==> config.mk <==
export PLATFORM = sky130hd
export DESIGN_NAME = mem_port_arbiter
export DESIGN_NICKNAME = d
export VERILOG_FILES = /design/src/rtl/mem_port_arbiter.sv
export SDC_FILE = /design/constraint.sdc
export NUM_CORES = 1
export LEC_CHECK = 0
export ABC_AREA = 1
export BUFFER_PORTS_ARGS = -buffer_cell sky130_fd_sc_hd__buf_2
export CAP_MARGIN = 0
export CORE_AREA = 3 3 107 109
export CTS_BUF_LIST = sky130_fd_sc_hd__clkbuf_2
export CTS_CLUSTER_DIAMETER = 80
export DETAILED_ROUTE_END_ITERATION = 8
export DIE_AREA = 0 0 110 112
export PLACE_DENSITY = 0.8
export SYNTH_ARGS = -nofsm -noshare
export SYNTH_HDL_FRONTEND = slang
export SYNTH_SLANG_ARGS = --single-unit
export TNS_END_PERCENT = 10
==> constraint.sdc <==
create_clock -name clk_i -period 1.31 [get_ports clk_i]
set_input_delay 0.262 -clock clk_i [delete_from_list [all_inputs] [get_ports clk_i]]
set_output_delay 0.262 -clock clk_i [all_outputs]
set_load 0.005 [all_outputs]
==> src/rtl/mem_port_arbiter.sv <==
// Arbitrates one single-port memory between instruction fetch (IF) and load/store (LSU).
// Define ARB_FETCH_FAIR_EN to force an IF win after MAX_WAIT consecutive contested losses.
module mem_port_arbiter #(
    parameter int unsigned ADDR_W   = 32,
    parameter int unsigned DATA_W   = 32,
    parameter int unsigned MAX_WAIT = 4
) (
    input  logic                clk_i,
    input  logic                rst_ni,

    input  logic                if_req_i,
    input  logic [ADDR_W-1:0]   if_addr_i,
    output logic                if_gnt_o,
    output logic                if_rvalid_o,
    output logic [DATA_W-1:0]   if_rdata_o,
    output logic                if_stall_o,

    input  logic                lsu_req_i,
    input  logic                lsu_we_i,
    input  logic [ADDR_W-1:0]   lsu_addr_i,
    input  logic [DATA_W-1:0]   lsu_wdata_i,
    input  logic [DATA_W/8-1:0] lsu_be_i,
    output logic                lsu_gnt_o,
    output logic                lsu_rvalid_o,
    output logic [DATA_W-1:0]   lsu_rdata_o,
    output logic                lsu_stall_o,

    output logic                mem_req_o,
    output logic                mem_we_o,
    output logic [ADDR_W-1:0]   mem_addr_o,
    output logic [DATA_W-1:0]   mem_wdata_o,
    output logic [DATA_W/8-1:0] mem_be_o,
    input  logic                mem_gnt_i,
    input  logic                mem_rvalid_i,
    input  logic [DATA_W-1:0]   mem_rdata_i
);

    typedef enum logic [1:0] {StIdle, StReq, StWait} state_e;

    state_e              state_q, state_d;
    logic                owner_lsu_q, owner_lsu_d;
    logic [ADDR_W-1:0]   addr_q, addr_d;
    logic                we_q, we_d;
    logic [DATA_W-1:0]   wdata_q, wdata_d;
    logic [DATA_W/8-1:0] be_q, be_d;

    logic resp;
    logic arb_en;
    logic any_req;
    logic pick_lsu;
    logic busy;

    if (MAX_WAIT == 0) begin : gen_bad_max_wait
        $error("MAX_WAIT must be at least 1");
    end

    assign resp    = (state_q == StWait) && mem_rvalid_i;
    // A response cycle doubles as an arbitration slot so back-to-back requests see no bubble.
    assign arb_en  = (state_q == StIdle) || resp;
    assign any_req = if_req_i || lsu_req_i;

`ifdef ARB_FETCH_FAIR_EN
    localparam int unsigned CntW = $clog2(MAX_WAIT + 1);

    logic [CntW-1:0] wait_cnt_q, wait_cnt_d;
    logic            force_if;

    assign force_if = (wait_cnt_q == CntW'(MAX_WAIT));

    always_comb begin
        wait_cnt_d = wait_cnt_q;
        pick_lsu   = lsu_req_i;
        if (arb_en) begin
            if (lsu_req_i && if_req_i) begin
                if (force_if) begin
                    pick_lsu   = 1'b0;
                    wait_cnt_d = '0;
                end else begin
                    wait_cnt_d = wait_cnt_q + CntW'(1);
                end
            end else if (if_req_i) begin
                wait_cnt_d = '0;
            end
        end
    end

    always_ff @(posedge clk_i or negedge rst_ni) begin
        if (!rst_ni) begin
            wait_cnt_q <= '0;
        end else begin
            wait_cnt_q <= wait_cnt_d;
        end
    end
`else
    assign pick_lsu = lsu_req_i;
`endif

    always_comb begin
        state_d     = state_q;
        owner_lsu_d = owner_lsu_q;
        addr_d      = addr_q;
        we_d        = we_q;
        wdata_d     = wdata_q;
        be_d        = be_q;

        case (state_q)
            StReq:   if (mem_gnt_i) state_d = StWait;
            StWait:  if (mem_rvalid_i) state_d = StIdle;
            default: state_d = StIdle;
        endcase

        if (arb_en && any_req) begin
            state_d     = StReq;
            owner_lsu_d = pick_lsu;
            if (pick_lsu) begin
                addr_d  = lsu_addr_i;
                we_d    = lsu_we_i;
                wdata_d = lsu_wdata_i;
                be_d    = lsu_be_i;
            end else begin
                addr_d  = if_addr_i;
                we_d    = 1'b0;
                wdata_d = '0;
                be_d    = '1;
            end
        end
    end

    always_ff @(posedge clk_i or negedge rst_ni) begin
        if (!rst_ni) begin
            state_q     <= StIdle;
            owner_lsu_q <= 1'b0;
            addr_q      <= '0;
            we_q        <= 1'b0;
            wdata_q     <= '0;
            be_q        <= '0;
        end else begin
            state_q     <= state_d;
            owner_lsu_q <= owner_lsu_d;
            addr_q      <= addr_d;
            we_q        <= we_d;
            wdata_q     <= wdata_d;
            be_q        <= be_d;
        end
    end

    assign mem_req_o   = (state_q == StReq);
    assign mem_we_o    = we_q;
    assign mem_addr_o  = addr_q;
    assign mem_wdata_o = wdata_q;
    assign mem_be_o    = be_q;

    assign if_gnt_o     = mem_req_o && mem_gnt_i && !owner_lsu_q;
    assign lsu_gnt_o    = mem_req_o && mem_gnt_i && owner_lsu_q;
    assign if_rvalid_o  = resp && !owner_lsu_q;
    assign lsu_rvalid_o = resp && owner_lsu_q;
    assign if_rdata_o   = mem_rdata_i;
    assign lsu_rdata_o  = mem_rdata_i;

    // Outstanding covers both the latched-not-granted and granted-not-answered phases.
    assign busy        = (state_q != StIdle);
    assign if_stall_o  = (if_req_i || (busy && !owner_lsu_q)) && !if_rvalid_o;
    assign lsu_stall_o = (lsu_req_i || (busy && owner_lsu_q)) && !lsu_rvalid_o;

endmodule

After elaboration in Yosys (flattened, before gate mapping)
Cells that the tools add are included.
- equality and inequality tests: 4
- mux-type cells: 8
- reduce and logical (&&, ||, !) cells: 21
- operator list (cell ; number):
    32-bit 2-to-1 mux ; 2
    1-bit logical AND ; 11
    2-bit 2-to-1 mux ; 3
    1-bit logical OR ; 4
    4-bit 2-to-1 mux ; 1
    2-bit one-hot mux with 2 select lines ; 1
    1-bit logical NOT ; 3
    3-bit by 1-bit != test with 1-bit output, second input constant ; 1
    3-bit by 2-bit != test with 1-bit output, second input constant ; 1
    2-bit by 1-bit equality test with 1-bit output, second input constant ; 1
    2-bit equality test, second input constant ; 1
    2-bit logical NOT ; 1
    2-bit AND reduction ; 1
    2-bit nonzero test ; 1
    1-bit 2-to-1 mux ; 1
- register bits: 72
- output and inout bits: 140
- logic and storage cells: 39

Depth between registers and ports, before layout
Gate-level depths: netlist (run 1).
- depth after elaboration: 6
- depth in mapped cells: 7
- gate-level depth less buffers: 5

Least setup slack after synthesis (run 1)
No wires, ideal clock.
- path type: reg-to-output
- start: register state_q[0]
- end: output if_gnt_o
- arrival: 940 ps
- slack: 108 ps
- cell stages (with the launch flop): 6
- cells stage by stage: dfrtp_1 inv_2 buf_6 nor2_1 nand2_1 nor2_1
- cells in the longest elaborated chain, start to end: 3
- RTL lines (item ; line ; RTL):
    start, declared ; 40 ; state_e state_q, state_d;
    start signal, assigned ; 131 ; state_q <= StIdle;
    start signal, assigned ; 138 ; state_q <= state_d;
    2-bit by 1-bit equality test with 1-bit output ; 147 ; assign mem_req_o = (state_q == StReq);
    named net mem_req_o ; 28 ; output logic mem_req_o,
    1-bit logical AND (2 in a row) ; 153 ; assign if_gnt_o = mem_req_o && mem_gnt_i && !owner_lsu_q;
    end, declared ; 13 ; output logic if_gnt_o,
The timed path passes the listed nets, and every way through them passes these cells.

Worst setup path in the final report (run 1)
- start: register state_q[1]
- end: output lsu_gnt_o
- cells in the longest elaborated chain, start to end: 3
- RTL lines (item ; line ; RTL):
    2-bit by 1-bit equality test with 1-bit output ; 147 ;
    1-bit logical AND (2 in a row) ; 154 ; assign lsu_gnt_o = mem_req_o && mem_gnt_i && owner_lsu_q;
    end, declared ; 23 ; output logic lsu_gnt_o,
No other way between the ends.

==> impl_metrics.py, run 1 <==
metrics = {
    "critical_path": {
        "max_stage_delay_ns": 0.48,
        "worst_ep_required_time_ns": 1.05,
        "critPathCaptureType": "output port",
        "critPathSlowestCell": "dfrtp_2",
        "r2r_slack_ns": -0.11,
        "r2r_cells": 7,
        "worstPathArrival_ns": 1.50,
        "path_buf_inv": 2,
        "cp-start-kind": "register",
        "crit_type": "reg2out",
        "cp_cell_sequence": "buf_6 -> nor2_4 -> nand2_2 -> nor2_1 -> buf_2",
        "crit-reg2reg-launch": "state_q[1]",
        "crit_fanout": 4,
        "worstReg2RegEnd": "mem_addr_o[23]",
        "crit_family": "flip-flops",
    },
    "layout": {
        "final_core_util_pct": 51.2,
        "antennaDiodeCount": 0,
        "seq_area_um2": 1800,
        "n_fill_cell": 1035,
        "layout-drive-gt1-share_pct": 36.1,
        "final_cells": 835,
        "nets": 830,
        "multiInputGateArea_um2": 1490,
        "area_growth_pct": 40.4,
        "finalInstanceArea_um2": 5470,
    },
    "floorplan": {
        "io_pins": 279,
        "fp-row-count": 38,
        "dieHeight_um": 112,
        "die-area_um2": 12300,
        "core_region_area_um2": 10700,
        "initial_core_util_pct": 36.4,
        "fp.dieW_um": 110,
    },
    "timing": {
        "tightest_slew_ns": 0.395,
        "skew_ns": 0.0212,
        "tns_ns": -8.59,
        "fin_crit_ns": 1.76,
        "hold_viol": 0,
        "whs_ns": 0.0674,
        "fmax_ghz": 0.569,
        "setup_slack_ns": -0.448,
        "fin_crit_sh_pct": 134,
        "slew_headroom_pct": 73.7,
        "setup_viol": 118,
        "rsz0062_at_grt": "yes",
        "slew_viol_final": 0,
    },
    "route": {
        "vias": 3956,
        "drc_errors": 0,
        "avgViaCountPerCell": 4.74,
        "ant_nets": 0,
        "wire_per_inst_um": 14.7,
        "first_pass_iters": 4,
        "drt_iter0_markers": 274,
        "wirelength_um": 12200,
    },
    "clock_tree": {
        "clockBufferDepth": 2,
        "clk_pin_slew_ns": 0.22,
        "cts-htree-levels": 3,
        "cts.sinks": 72,
        "cts_made_buffers": 9,
        "cts-root-buf": "clkbuf_2",
        "insertion_delay_ns": 0.51,
        "cts_tree": "built",
    },
    "yosys": {
        "synth_top_area_share_pct": 46.2,
        "syn_area_per_cell_um2": 7.70,
        "ys_warn_count": 0,
        "synthCells": 506,
        "synthDistinctLibCells": 17,
        "synth_area_leaders": "dfrtp_1, nand2_1, buf_4",
        "syn_nets": 645,
        "syn_area_um2": 3900,
        "ys_ff_latch": 72,
        "synth.largest_area_cell": "dfrtp_1",
        "ys_seq_area_share_pct": 46.2,
    },
    "global_routing": {
        "grt_pass1_wl_um": 18600,
        "grt_max_degree": 73,
        "grt_antenna_before_repair": 0,
        "grt_pass1_vias": 3853,
        "grt_util_all_layers_pct": 19.1,
        "overflow": 0,
    },
    "power": {
        "ir_worst_vdd_v": 0.000902,
        "power_leakage_nw": 3.18,
        "pwr_density_cell_nw_per_um2": 1860,
    },
    "min_path": {
        "worstHoldPathType": "in2reg",
        "hold_depth": 5,
        "hold_path_end": "mem_addr_o[3]",
        "hold_path.startpoint": "lsu_addr_i[3]",
    },
    "place": {
        "numPortBuffers": 182,
        "dp_hpwl_um": 7440,
        "dpl_cell_area_um2": 4550,
        "placed_cells": 751,
        "gp_congestion": 0.777,
    },
    "job": {
        "maxCapViolCount": 0,
    },
    "outcome": {
        "failed_checks": "setup timing",
        "status": "finished with violations",
    },
}
-- cell families (layout without fill, tap and decap cells) --
| group | count (synthesis) | count (layout) | synth area share [%] |
|---|---|---|---|
| AND/OR/NAND/NOR | 323 | 324 | 35.0 |
| buffers and inverters | 106 | 294 | 17.7 |
| flip-flops | 72 | 72 | 46.2 |
| AO/OA/AOI/OAI | 5 | 5 | 1.06 |
-- metal layers --
metal	GRT usage (%)	up-vias	wire, µm
met1	23.3	1812	5000
met4	11.0	0	546
met5	0	-	0
met3	2.72	65	729
met2	31.7	170	5960
li1	-	1909	-
-- registers in the layout, indices dropped and copies added, names as in the netlist --
| register | flops |
|---|---|
| mem_wdata_o | 32 |
| state_q | 2 |
| mem_be_o | 4 |
| owner_lsu_q | 1 |
| mem_we_o | 1 |
| mem_addr_o | 32 |
-- cells in the final DEF (no fill, tap or decap) --
master         synthesis  layout
clkbuf_16              0       2
dlygate4sd3_1          0      54
dfrtp_1               72      71
clkbuf_2               0      10
buf_4                 69      22
buf_2                 20     179
a21oi_4                1       2
a21oi_2                0       1
nand4_1               33      33
inv_1                  7       6
buf_6                  1       6
nor2_4                 0       2
nor2_1                 7       3
inv_2                  3       4
buf_12                 0       6
nand2_1              243     240
nand3_1               37      35
bufinv_16              0       2
nand3_2                0       2
o31ai_1                2       2
clkinv_4               0       2
clkinv_2               0       1
nor2_2                 0       2
nand3_4                1       2
nand2_2                1       2
dfrtp_2                0       1
nand2_4                1       3
-- metrics by stage --
step           power [mW]  setup slack, ns
2_1_floorplan        6.05            0.108
3_3_place_gp         7.79           0.0479
3_5_place_dp         7.89         -0.00853
4_1_cts              9.82           -0.526
5_1_grt              11.0           -0.556
6_report             10.2           -0.448
-- worst max-delay path by stage --
stage,startpoint,endpoint,cells after the start
global placement,state_q[0],lsu_rvalid_o,5
global route,state_q[1],if_gnt_o,5
CTS,state_q[1],if_gnt_o,5
finish,state_q[1],lsu_gnt_o,5
floorplan,state_q[0],if_gnt_o,5
detailed placement,state_q[0],lsu_rvalid_o,5
-- worst register-to-register path, delay by kind of cell (launching register included) --
family	cells	cell delay [ns]
and+or+nand+nor	4	0.38
buffers and inverters	3	0.48
DFF	1	0.48
-- repair_timing --
action	in CTS	in global routing
pin swaps	7	9
gates resized for setup	19	6
hold buffers	54	0
cloned	0	3
setup endpoints to repair	76	147
buffers inserted	7	5
endpoints found under the hold margin	118	0
-- cell usage after synthesis --
cell type and count:
nand2_1 243, inv_2 3, o31ai_1 2, dfrtp_1 72, nand2_4 1, a21oi_4 1, nand4_1 33, nand3_1 37
nand3_4 1, buf_4 69, nand2_2 1, inv_1 7, buf_6 1, a21oi_1 2, nor2_1 7, clkbuf_1 6
buf_2 20
-- where the power goes --
group          switching, mW  total [mW]  internal, mW
sequential             0.511        3.72          3.20
combinational           2.66        5.01          2.35
clock                  0.826        1.46         0.634
-- final cells by class --
| class | instances | share of cell area [%] |
|---|---|---|
| well taps | 140 | 3.20 |
| flip-flops and latches | 72 | 32.9 |
| clock buffers | 10 | 0.914 |
| repair buffers | 269 | 33.6 |
| clock inverters | 5 | 1.51 |
| multi-input cells | 329 | 27.2 |
| inverters | 10 | 0.686 |
(Power assumes the default switching activity.)
==> run 2: changes to the inputs <==
PLACE_DENSITY = 0.77   (was 0.8)
==> run 2 against run 1 <==
Non-clock buffer count down 9. Critical endpoint is now lsu_stall_o. Hold slack better by 0.015 ns. Critical path depth unchanged. Highest routed layer is now met5. Combinational power down 11%. Clock skew up 0.010 ns. Critical path type unchanged. The run still ends with setup timing left.
==> impl_metrics.py, run 2 (same netlist as run 1, synthesis figures left out) <==
metrics = {
    "layout": {
        "area_growth_pct": 35.0,
        "mostFrequentLayoutCells": "nand2_1, buf_2, dfrtp_1",
        "layout_commonest_cell": "nand2_1",
        "n_fill_cell": 1057,
        "finalInstanceArea_um2": 5260,
        "nets": 820,
        "layout-drive-gt1-share_pct": 34.7,
    },
    "critical_path": {
        "worstReg2RegEnd": "mem_wdata_o[23]",
        "crit-reg2reg-launch": "state_q[0]",
        "worstPathArrival_ns": 1.43,
        "critPathSlowestCell": "dfrtp_1",
        "crit_type": "reg2out",
        "max_stage_delay_ns": 0.44,
        "cp-start-kind": "register",
        "r2r_cells": 7,
        "worst_ep_required_time_ns": 1.05,
        "cp_cell_sequence": "inv_2 -> nand3_2 -> nor2_2 -> nor2_1 -> buf_2",
        "r2r_slack_ns": -0.04,
        "critPathCaptureType": "output port",
        "crit_fanout": 4,
    },
    "timing": {
        "skew_ns": 0.0313,
        "setup_slack_ns": -0.382,
        "hold_viol": 0,
        "fmax_ghz": 0.591,
        "slew_viol_final": 0,
        "fin_crit_ns": 1.69,
        "fin_crit_sh_pct": 129,
        "slew_headroom_pct": 74.1,
        "rsz0062_at_grt": "yes",
        "whs_ns": 0.0820,
        "tightest_slew_ns": 0.389,
        "setup_viol": 65,
    },
    "floorplan": {
        "die-area_um2": 12300,
        "io_pins": 279,
        "fp-row-count": 38,
        "fp.dieW_um": 110,
        "initial_core_util_pct": 36.4,
        "dieHeight_um": 112,
        "core_region_area_um2": 10700,
    },
    "min_path": {
        "hold_depth": 5,
        "hold_path_end": "mem_addr_o[27]",
        "hold_path.startpoint": "if_addr_i[27]",
        "worstHoldPathType": "in2reg",
    },
    "route": {
        "drt_iter0_markers": 189,
        "avgViaCountPerCell": 4.66,
        "wire_per_inst_um": 14.4,
        "wirelength_um": 12000,
        "vias": 3856,
        "ant_nets": 0,
        "drc_errors": 0,
        "first_pass_iters": 4,
    },
    "power": {
        "p_int_mw": 5.50,
        "power_switching_mw": 3.81,
        "sequentialPowerShare_pct": 40.3,
        "ir_worst_vdd_v": 0.000666,
        "power_leakage_nw": 3.07,
        "swShare_pct": 40.9,
        "pwr_density_cell_nw_per_um2": 1770,
        "clkPwrFrac_pct": 11.7,
        "power_frac_comb_pct": 48.0,
    },
    "clock_tree": {
        "clockBufferDepth": 2,
        "cts.sinks": 72,
        "cts_made_buffers": 9,
        "cts-htree-levels": 3,
        "insertion_delay_ns": 0.48,
        "cts_tree": "built",
        "cts-root-buf": "clkbuf_2",
        "clk_pin_slew_ns": 0.22,
    },
    "job": {
        "maxCapViolCount": 0,
    },
    "place": {
        "numPortBuffers": 182,
        "dp_hpwl_um": 7560,
        "dpl_cell_area_um2": 4530,
        "gp_congestion": 0.747,
    },
    "global_routing": {
        "grt_util_all_layers_pct": 18.9,
        "overflow": 0,
        "grt_pass1_wl_um": 18200,
        "grt_pass1_vias": 3748,
        "grt_max_degree": 73,
        "grt_antenna_before_repair": 2,
    },
    "outcome": {
        "failed_checks": "setup timing",
        "status": "finished with violations",
    },
}
==> run 2: power groups by stage <==
stage | sequential [mW] | combinational [mW] | clock, mW
final | 3.75 | 4.47 | 1.09
after global routing | 3.87 | 5.03 | 1.25
after CTS | 3.74 | 4.25 | 1.18
after detailed placement | 3.79 | 4.01 | 0
after global placement | 3.77 | 3.92 | 0
after floorplan | 3.85 | 2.20 | 0
==> run 2: per-stage QoR <==
step                utilization (%)  cells  total power, mW  setup slack, ns  setup TNS, ns
CTS                            48.5    821             9.17           -0.452          -8.28
global route                   49.2    827             10.1           -0.542         -17.15
global placement               42.4    750             7.69            0.110              0
detailed placement             42.4    750             7.81           0.0775              0
floorplan                         -    506             6.05            0.108              0
finish                         49.2    827             9.31           -0.382          -3.48
==> run 2: how the worst max path moves through the flow <==
stage                     startpoint          end  slack [ns]
after floorplan           state_q[0]     if_gnt_o        0.11
after global placement    state_q[1]    lsu_gnt_o        0.11
after detailed placement  state_q[0]  lsu_stall_o        0.08
after CTS                 state_q[1]  lsu_stall_o       -0.45
after global routing      state_q[0]  lsu_stall_o       -0.54
final                     state_q[0]  lsu_stall_o       -0.38
==> run 2: layer usage <==
layer	up-vias	GRT usage [%]	wire, µm
met4	2	10.1	499
met3	49	4.35	825
met5	-	0	7
met1	1769	21.7	4600
met2	146	31.9	6020
li1	1890	-	-
==> run 2: what timing repair did <==
action	CTS	global route
setup buffers	3	3
gates cloned	0	2
hold endpoints to repair	118	0
pin swaps	1	1
hold buffers	52	0
endpoints found under the setup margin	76	147
resized for setup	7	1
==> run 2: worst max-delay path, delay by kind of cell, from the launching register on <==
kind | cells | cell delay (ns)
buffers and inverters | 2 | 0.24
and+or+nand+nor | 3 | 0.28
DFF | 1 | 0.44
==> run 2: area by class of cell <==
cell class,count,area [µm²],area share (%)
flip-flops and latches,72,1800,34.3
inverters,10,37.5,0.713
repair buffers,260,1730,32.9
diodes,1,2.50,0.0476
clock inverters,7,46.3,0.880
clock buffers,9,45.0,0.856
well taps,140,175,3.33
multi-input cells,328,1420,27.0
==> run 3: changes to the inputs <==
clock period = 1.7 ns   (was 1.31 ns; I/O delays follow)
==> run 3 against run 2 <==
The flow still finishes with violations (setup timing). Global-route usage fell by 2.0 points. Sequential cell count did not move. Via count fell by 7.8%. First-iteration DRC count rose by 28%. Wire length fell by 11%. Clock skew fell by 0.013 ns. Count of clock-buffer cells in the layout rose by 2. Register-to-register slack improved by 0.25 ns. Clock power fell by 12%. Critical endpoint is now if_stall_o. Largest cell class unchanged.
==> impl_metrics.py, run 3 (same netlist as run 1, synthesis figures left out) <==
metrics = {
    "timing": {
        "tns_ns": -0.325,
        "fin_crit_sh_pct": 105,
        "slew_viol_final": 0,
        "whs_ns": 0.0667,
        "fin_crit_ns": 1.78,
        "hold_viol": 0,
        "fmax_ghz": 0.561,
        "rsz0062_at_grt": "yes",
        "tightest_slew_ns": 0.433,
        "skew_ns": 0.0181,
        "slew_headroom_pct": 71.1,
        "setup_viol": 6,
        "setup_slack_ns": -0.0820,
    },
    "floorplan": {
        "io_pins": 279,
        "die-area_um2": 12300,
        "initial_core_util_pct": 36.4,
        "core_region_area_um2": 10700,
        "dieHeight_um": 112,
        "fp-row-count": 38,
        "fp.dieW_um": 110,
    },
    "clock_tree": {
        "clockBufferDepth": 2,
        "clk_pin_slew_ns": 0.21,
        "cts_made_buffers": 9,
        "cts-root-buf": "clkbuf_2",
        "insertion_delay_ns": 0.50,
        "cts_tree": "built",
        "cts.sinks": 72,
        "cts-htree-levels": 3,
    },
    "layout": {
        "layout-drive-gt1-share_pct": 37.3,
        "area_growth_pct": 22.1,
        "antennaDiodeCount": 0,
        "n_fill_cell": 1108,
        "mostFrequentLayoutCells": "nand2_1, buf_2, dfrtp_1",
        "nets": 770,
        "layout_commonest_cell": "nand2_1",
    },
    "global_routing": {
        "grt_pass1_vias": 3302,
        "overflow": 0,
        "grt_util_all_layers_pct": 16.8,
        "grt_pass1_wl_um": 16400,
        "grt_max_degree": 41,
        "grt_antenna_before_repair": 1,
    },
    "critical_path": {
        "startpoint": "state_q[1]",
        "crit_type": "reg2out",
        "cp-start-kind": "register",
        "worstPathArrival_ns": 1.44,
        "crit_fanout": 5,
        "worst_ep_required_time_ns": 1.36,
        "critPathCaptureType": "output port",
        "crit-reg2reg-launch": "state_q[1]",
    },
    "min_path": {
        "worstHoldPathType": "in2reg",
        "hold_path.startpoint": "lsu_we_i",
    },
    "place": {
        "numPortBuffers": 182,
        "dp_hpwl_um": 7500,
        "gp_congestion": 0.776,
    },
    "power": {
        "ir_worst_vdd_v": 0.000505,
        "power_leakage_nw": 2.85,
        "pwr_density_cell_nw_per_um2": 1480,
    },
    "route": {
        "vias": 3554,
        "ant_nets": 0,
        "drt_iter0_markers": 242,
        "first_pass_iters": 4,
        "drc_errors": 0,
        "wire_per_inst_um": 13.7,
        "wirelength_um": 10600,
        "avgViaCountPerCell": 4.58,
    },
    "job": {
        "maxCapViolCount": 0,
    },
    "outcome": {
        "status": "finished with violations",
        "failed_checks": "setup timing",
    },
}
[run 3: cell count changes in the layout (fill, tap and decap cells not counted), moves of 2 or more]
| cell | before | now |
|---|---|---|
| clkbuf_2 | 9 | 11 |
| a21oi_1 | 2 | 0 |
| nor2_2 | 3 | 1 |
| clkinv_4 | 0 | 2 |
| clkbuf_16 | 2 | 0 |
| nor2_4 | 0 | 3 |
| a21oi_2 | 0 | 2 |
| clkinvlp_4 | 3 | 0 |
| inv_2 | 3 | 5 |
| buf_12 | 5 | 2 |
| dlygate4sd3_1 | 52 | 9 |
| inv_1 | 7 | 5 |
[run 3: where the power goes]
group,total [mW],internal [mW],switching (mW)
logic,3.20,1.37,1.83
registers,2.87,2.47,0.399
clock network,0.964,0.353,0.611
total,7.03,4.19,2.84
[run 3: cell type report]
| class | instances | area (µm²) | share of cell area [%] |
|---|---|---|---|
| sequential | 72 | 1800 | 37.9 |
| multi-input combinational | 328 | 1460 | 30.6 |
| timing repair buffer | 210 | 1170 | 24.7 |
| tap | 140 | 175 | 3.68 |
| clock inverter | 5 | 57.6 | 1.21 |
| clock buffer | 11 | 55.1 | 1.16 |
| inverter | 10 | 37.5 | 0.789 |
[run 3: metrics by stage]
step	utilization [%]	power, mW	setup WS (ns)	instances	instance area (µm²)
final	44.5	7.03	-0.0820	776	4760
after floorplan	-	4.66	0.420	506	3900
after detailed placement	41.6	5.90	0.339	744	4450
after CTS	43.5	7.05	-0.119	768	4650
after global placement	41.6	5.83	0.377	744	4450
after global routing	44.5	7.71	-0.216	776	4760
[run 3: layer usage]
metal	up-vias	wire length [µm]	GRT usage (%)
met4	2	257	7.32
met5	-	13	0
met3	28	846	4.75
met1	1622	4330	20.8
met2	118	5190	27.1
li1	1784	-	-
[run 3: path summary, 6_finish.rpt]
check / slack (ns) / endpoint / depth (start not counted)
max: -0.08 / if_stall_o / 5
min: 0.07 / mem_we_o / 3
max reg2reg: 0.21 / mem_addr_o[28] / 6
min reg2reg: 0.49 / mem_wdata_o[14] / 2
max in group asynchronous: 0.94 / mem_addr_o[4] / 3
min in group asynchronous: 0.24 / mem_wdata_o[10] / 2
[run 3: worst max-delay path: stages (launching register included)]
cell and delay (ns):
dfrtp_2 0.52, inv_2 0.09, nand2_2 0.07, a21oi_2 0.12, nor2_1 0.05, buf_2 0.12
[run 3: repair_timing]
item	CTS	global route
setup buffers	6	1
endpoints found under the hold margin	56	7
pin swaps	2	2
gates resized for setup	12	6
hold buffers	2	7
endpoints found under the setup margin	7	7
